### src/rtl/fifo_sync_param.sv
// Single-clock FIFO with an occupancy counter, programmable almost-full and
// almost-empty levels, and sticky overrun/underrun flags that software clears.
module fifo_sync_param #(
  parameter int DATA_WIDTH = 8,
  parameter int DEPTH      = 8,
  parameter int AF_LEVEL   = DEPTH - 1,
  parameter int AE_LEVEL   = 1
) (
  input  logic                     clk,
  input  logic                     rst,
  input  logic                     wr_enb,
  input  logic [DATA_WIDTH-1:0]    wr_data,
  input  logic                     rd_enb,
  output logic [DATA_WIDTH-1:0]    rd_data,
  input  logic                     err_clr,
  output logic [$clog2(DEPTH):0]   fifo_count,
  output logic                     fifo_full,
  output logic                     fifo_empty,
  output logic                     fifo_almost_full,
  output logic                     fifo_almost_empty,
  output logic                     fifo_overrun,
  output logic                     fifo_underrun
);

  localparam int PTR_W = $clog2(DEPTH);
  localparam int CNT_W = PTR_W + 1;

  if (DEPTH < 2 || (DEPTH & (DEPTH - 1)) != 0) begin : g_bad_depth
    $error("fifo_sync_param: DEPTH must be a power of two and at least 2");
  end
  if (AE_LEVEL < 1 || AE_LEVEL >= AF_LEVEL || AF_LEVEL > DEPTH - 1) begin : g_bad_levels
    $error("fifo_sync_param: need 1 <= AE_LEVEL < AF_LEVEL <= DEPTH-1");
  end

  logic [DATA_WIDTH-1:0] mem [DEPTH];
  logic [PTR_W-1:0]      wr_ptr;
  logic [PTR_W-1:0]      rd_ptr;
  logic [CNT_W-1:0]      count;
  logic                  wr_ok;
  logic                  rd_ok;
  logic                  overrun_set;
  logic                  underrun_set;

  // Every level flag is a pure decode of the counter, so they can never disagree.
  assign fifo_count        = count;
  assign fifo_full         = (count == CNT_W'(DEPTH));
  assign fifo_empty        = (count == '0);
  assign fifo_almost_full  = (count >= CNT_W'(AF_LEVEL));
  assign fifo_almost_empty = (count <= CNT_W'(AE_LEVEL));

  // A read in the same cycle frees a slot, so a full FIFO still takes the write.
  assign rd_ok        = rd_enb & ~fifo_empty;
  assign wr_ok        = wr_enb & (~fifo_full | rd_enb);
  assign overrun_set  = wr_enb & fifo_full & ~rd_enb;
  assign underrun_set = rd_enb & fifo_empty;

  // NOTE: storage has no reset; pointers and count define what is valid, and a
  // resettable array would cost a reset net on every bit for no functional gain.
  always_ff @(posedge clk) begin
    if (!rst && wr_ok) begin
      mem[wr_ptr] <= wr_data;
    end
  end

  // NOTE: state is updated with non-blocking assignments so every register
  // samples the pre-edge values, independent of statement order.
  always_ff @(posedge clk) begin
    if (rst) begin
      wr_ptr  <= '0;
      rd_ptr  <= '0;
      count   <= '0;
      rd_data <= '0;
    end else begin
      if (wr_ok) begin
        wr_ptr <= wr_ptr + PTR_W'(1);
      end
      if (rd_ok) begin
        rd_ptr  <= rd_ptr + PTR_W'(1);
        rd_data <= mem[rd_ptr];
      end
      case ({wr_ok, rd_ok})
        2'b10:   count <= count + CNT_W'(1);
        2'b01:   count <= count - CNT_W'(1);
        default: count <= count;
      endcase
    end
  end

  // Sticky error flags: a new error in the clearing cycle takes priority.
  always_ff @(posedge clk) begin
    if (rst) begin
      fifo_overrun  <= 1'b0;
      fifo_underrun <= 1'b0;
    end else begin
      fifo_overrun  <= overrun_set  | (fifo_overrun  & ~err_clr);
      fifo_underrun <= underrun_set | (fifo_underrun & ~err_clr);
    end
  end

endmodule

### config.mk
export PLATFORM = sky130hd
export DESIGN_NAME = fifo_sync_param
export DESIGN_NICKNAME = d
export VERILOG_FILES = /design/src/rtl/fifo_sync_param.sv
export SDC_FILE = /design/constraint.sdc
export NUM_CORES = 1
export LEC_CHECK = 0
export ABC_CLOCK_PERIOD_IN_PS = 6290
export CORE_AREA = 2 2 79 81
export DETAILED_ROUTE_END_ITERATION = 12
export DIE_AREA = 0 0 81 83
export GPL_TIMING_DRIVEN = 0
export PLACE_DENSITY = 0.8
export SLEW_MARGIN = 20
export SYNTH_ARGS = -nofsm -noshare
export SYNTH_HDL_FRONTEND = slang
export SYNTH_SLANG_ARGS = --single-unit
### constraint.sdc
create_clock -name clk -period 6.29 [get_ports clk]
set_clock_uncertainty 0.05 [all_clocks]
set_input_delay 0.9435 -clock clk [delete_from_list [all_inputs] [get_ports clk]]
set_output_delay 0.9435 -clock clk [all_outputs]
set_load 0.01 [all_outputs]
Word-level counts from Yosys, hierarchy flattened
Memory sizes are Yosys's and may differ from the RTL's. A register that Yosys moved wholly into a read port is not among the register bits.
Cells that the tools add are included.
- register bits after elaboration: 12
- bits in latches: 0
- memory bits (writable): 64
- memory bits (read-only): 0
- bits of input ports: 13
- output and inout bits: 18
- logic and storage cells: 36
- memories kept: 1
- add/sub/neg operators: 4
- multiply operators: 0
- divide/modulo/power cells: 0
- magnitude comparators: 2
- eq/ne operators: 3
- shift-type cells: 0
- muxes and demuxes: 3
- bitwise operators: 14
- reduce and logical (&&, ||, !) cells: 4
- memory list (name ; words ; width ; rd ports ; clocked after Yosys merged registers in ; write ports ; line ; text):
    mem ; 8 ; 8 ; 1 ; 1 ; 1 ; 35 ; logic [DATA_WIDTH-1:0] mem [DEPTH];
- operator list (cell ; number):
    one-hot mux 4 bit (2 select lines) ; 1
    AND 1 bit ; 7
    adder 3 x 1 -> 3 bit, second input constant ; 2
    adder 4 x 1 -> 4 bit, second input constant ; 1
    equality test 4 bit, second input constant ; 1
    greater-or-equal comparator 4 x 3 -> 1 bit, second input constant ; 1
    less-or-equal comparator 4 x 1 -> 1 bit, second input constant ; 1
    logical NOT 4 bit ; 1
    NOT 1 bit ; 4
    subtractor 4 x 1 -> 4 bit, second input constant ; 1
    bitwise OR 1 bit ; 3
    equality test 2 x 1 -> 1 bit, second input constant ; 1
    equality test 2 bit, second input constant ; 1
    2-to-1 mux 1 bit ; 2
    nonzero test 2 bit ; 1
    logical AND 1 bit ; 1
    logical NOT 1 bit ; 1

Logic depth before layout (Yosys ltp)
- depth in word-level cells: 7
- mapped depth: 10
- mapped depth without buffers: 10

Worst setup path after synthesis
OpenSTA, ideal clock, no wires.
- kind: input-to-reg
- start point: input port rst
- end point: memory mem[0][0], enable pin
- library setup time: 0.383 ns
- arrival: 2.077 ns
- data required time: 5.857 ns
- setup slack: 3.780 ns
- stages: 3
- path buffers: 1
- cells stage by stage: buf_4 -> or3_4 -> nor3_1
- word-level cells in the longest chain between the ends: 4
- RTL lines (item ; line ; text):
    start: declaration ; 10 ; input logic rst,
    logical NOT 1 bit ; 60 ; if (!rst && wr_ok) begin
    logical AND 1 bit ; 60 ;
    2-to-1 mux 1 bit ; 60 ;
    2-to-1 mux 1 bit (not written as such) ; 61 ; mem[wr_ptr] <= wr_data;
    end: declaration ; 35 ;
Every way passes these cells.

Worst setup path in the final report
- start point: register count[1] (netlist: fifo_count[1])
- end point: output port fifo_empty
- word-level cells in the longest chain between the ends: 1
- RTL lines (item ; line ; text):
    start: declaration ; 38 ; logic [CNT_W-1:0] count;
    start signal: assignment ; 82 ; 2'b10: count <= count + CNT_W'(1);
    start signal: assignment ; 83 ; 2'b01: count <= count - CNT_W'(1);
    start signal: assignment ; 84 ; default: count <= count;
    logical NOT 4 bit ; 47 ; assign fifo_empty = (count == '0);
    end: declaration ; 18 ; output logic fifo_empty,
Every way passes these cells.

==> impl_metrics.json <==
{
  "placed_cells": 327,
  "path_cells": "inv_1 -> ha_1 -> or3b_4 -> inv_1 -> clkdlybuf4s50_1",
  "grt_pass1_wl_um": 10130,
  "critPathSlowestCell": "clkdlybuf4s50_1",
  "core-area_um2": 5816,
  "synth-xor-area-share_pct": 1.805,
  "port_buffers": 29,
  "hpwl_um": 4175,
  "synth.distinct_cells": 37,
  "cts_sinks": 84,
  "vdd_ir_drop_max_mv": 0.2116,
  "arrival_ns": 2.02,
  "final_nets": 283,
  "cp_max_fo": 5,
  "netlist.area_leader.share_pct": 56.57,
  "yosysMostFrequentCell": "edfxtp_1",
  "syn_inst": 223,
  "rows": 28,
  "die_area_um2": 6723,
  "wl_per_cell_um": 19.37,
  "yosys_warnings": 0,
  "worstPathRequired_ns": 5.30,
  "synth_top_family_by_area": "multiplexers",
  "clk_pin_slew_ns": 0.08,
  "synth_fa_ha_area_share_pct": 2.578,
  "ys_seq_area_share_pct": 68.36,
  "crit_type": "flip-flop to output port",
  "finalHoldViolations": 0,
  "relSlewSlack_pct": 36.04,
  "cts_inserted_buffers": 9,
  "crit_path_max_incr_delay_ns": 0.54,
  "boundaryPins": 31,
  "clkLatencyLatePin_ns": 0.35,
  "via_per_inst": 5.691,
  "ys_ff_latch": 84,
  "grtUsageTotal_pct": 21.38,
  "max_freq_mhz": 331.8,
  "ys_top_cells_by_count": "edfxtp_1, mux2i_1, dfxtp_1",
  "synth_area_um2": 3397,
  "first_global_vias": 1925,
  "grt_max_degree": 16,
  "cts.htree.levels": 3,
  "synth_compound_area_share_pct": 7.808,
  "die_h_um": 83,
  "routabilityCongestion": 0.7680,
  "cp-start-kind": "flip-flop",
  "final.fill_count": 414,
  "setup_viol": 0,
  "final_cell_count_no_fill": 343,
  "rsz0062_at_grt": "false",
  "syn_avg_cell_area_um2": 15.23,
  "cap_viol_max_count": 0,
  "leakagePower_nw": 1.380,
  "synth_edf_count": 64,
  "cts-root-buf": "clkbuf_8",
  "ant_nets": 0,
  "p_per_area_nw_per_um2": 393.8,
  "fin_crit_sh_pct": 47.92,
  "cts_resized": 0,
  "cts_max_path_buffers": 2,
  "synth_ff_type": "edfxtp_1",
  "cpMostUsedCell": "inv_1",
  "cts_tree": "built",
  "final.setup.tns_ns": 0,
  "firstDrtPassIters": 4,
  "synth_fp_nets": 243,
  "post_cts_buffers": 0,
  "die_x_um": 81,
  "fin_crit_ns": 3.014,
  "muxShareOfSynthArea_pct": 10.02,
  "hold_buffers": 0,
  "synth-simple-area-share_pct": 7.293,
  "drive_above_1_share_pct": 12.31,
  "antenna_found_initial": 0,
  "wl_um": 6645,
  "cp-end-kind": "output port",
  "status": "completed",
  "vias": 1952,
  "drc": 0,
  "async_flop_share_pct": 0,
  "overflow": 0,
  "maxSlewViolCount": 0,
  "yosysTopAreaCell": "edfxtp_1",
  "drt_iter0_drc": 117,
  "hp-class": "flip-flop to flip-flop",
  "worst_pin_slew_ns": 0.9559,
  "n_antenna_cell": 0,
  "area_growth_pct": 19.37,
  "start_util_pct": 58.41,
  "synth_area_leaders": "edfxtp_1, dfxtp_1, mux2i_1, a22oi_1, ha_1"
}
## per-stage QoR
| step | cell area, um2 | utilization [%] | setup WS, ns | power, mW | hold slack, ns |
|---|---|---|---|---|---|
| finish | 4055 | 69.73 | 3.276 | 1.597 | 0.4199 |
| global route | 4055 | 69.73 | 3.172 | 1.657 | 0.4353 |
| CTS | 4055 | 69.73 | 3.243 | 1.600 | 0.4251 |
| detailed placement | 3786 | 65.10 | 2.951 | 1.105 | 0.4098 |
| global placement | 3781 | 65.02 | 2.672 | 1.093 | 0.3997 |
| floorplan | 3397 | - | 3.780 | 0.9487 | 0.4312 |
## routing by layer
layer	GRT usage, %	share of wire, %	vias to the layer above	wire [um]
met5	0	0	-	0
met4	14.02	0.98	0	65
met3	5.000	7.2	6	477
met2	32.61	50	67	3316
met1	26.96	42	949	2786
li1	-	-	930	-
## registers in the layout, summed over array words and instances (netlist names)
| name | count |
|---|---|
| mem | 64 |
| rd_data | 8 |
| fifo_count | 4 |
| rd_ptr | 3 |
| wr_ptr | 3 |
| fifo_overrun | 1 |
| fifo_underrun | 1 |
## worst max-delay path, delay by kind of cell, from the launching register on
kind | cells | cell delay [ns]
adder cells (fa/ha/maj) | 1 | 0.19
buffers and inverters | 3 | 0.74
flip-flops | 1 | 0.35
AND/OR/NAND/NOR | 1 | 0.40
## cell families (layout without fill, tap and decap cells)
logic type / Yosys count / in the layout
muxes: 34 / 34
DFF: 84 / 84
AOI/OAI and AO/OA: 34 / 34
buffers and inverters: 14 / 59
and+or+nand+nor: 43 / 43
adders and majority gates: 7 / 7
xor gates and xnor gates: 7 / 7
## power breakdown
| group | internal (mW) | leakage [nW] | switching, mW |
|---|---|---|---|
| clock network | 0.307 | 0.130 | 0.200 |
| logic | 0.211 | 0.508 | 0.213 |
| registers | 0.636 | 0.742 | 0.0308 |
| total | 1.15 | 1.38 | 0.444 |
## final cells by class
type / instances / area [um2] / share of cell area, %
sequential: 84 / 2322 / 57.27
tap: 75 / 93.84 / 2.314
multi-input combinational: 125 / 1007 / 24.84
inverter: 5 / 18.77 / 0.4628
timing repair buffer: 29 / 290.3 / 7.158
clock inverter: 7 / 145.1 / 3.579
clock buffer: 9 / 123.9 / 3.055
buffer: 9 / 53.80 / 1.327
## cells in the final DEF (no fill, tap or decap), drive strengths merged
| cell type | netlist | final |
|---|---|---|
| a211oi | 1 | 1 |
| a21o | 1 | 1 |
| a21oi | 5 | 5 |
| a22oi | 16 | 16 |
| a32o | 8 | 8 |
| and2 | 1 | 1 |
| buf | 9 | 9 |
| bufinv | 0 | 4 |
| clkbuf | 0 | 9 |
| clkdlybuf4s50 | 0 | 29 |
| clkinvlp | 0 | 1 |
| dfxtp | 20 | 20 |
| edfxtp | 64 | 64 |
| ha | 7 | 7 |
| inv | 5 | 7 |
| mux2i | 34 | 34 |
| nand2 | 4 | 4 |
| nand2b | 3 | 3 |
| nand3 | 1 | 1 |
| nand3b | 2 | 2 |
| nand4b | 1 | 1 |
| nor2 | 19 | 19 |
| nor2b | 4 | 4 |
| nor3 | 3 | 3 |
| o211ai | 1 | 1 |
| o21ai | 2 | 2 |
| or3 | 2 | 2 |
| or3b | 2 | 2 |
| or4b | 1 | 1 |
| xnor2 | 2 | 2 |
| xor2 | 5 | 5 |
## worst paths after layout
kind	end	cells after the start	startpoint	slack (ns)
min reg2reg	fifo_overrun	2	fifo_overrun	0.42
min	fifo_overrun	2	fifo_overrun	0.42
max	fifo_empty	5	fifo_count[1]	3.28
max reg2reg	mem[7][5]	6	fifo_count[0]	3.66
Power figures use the tool's default switching activity.
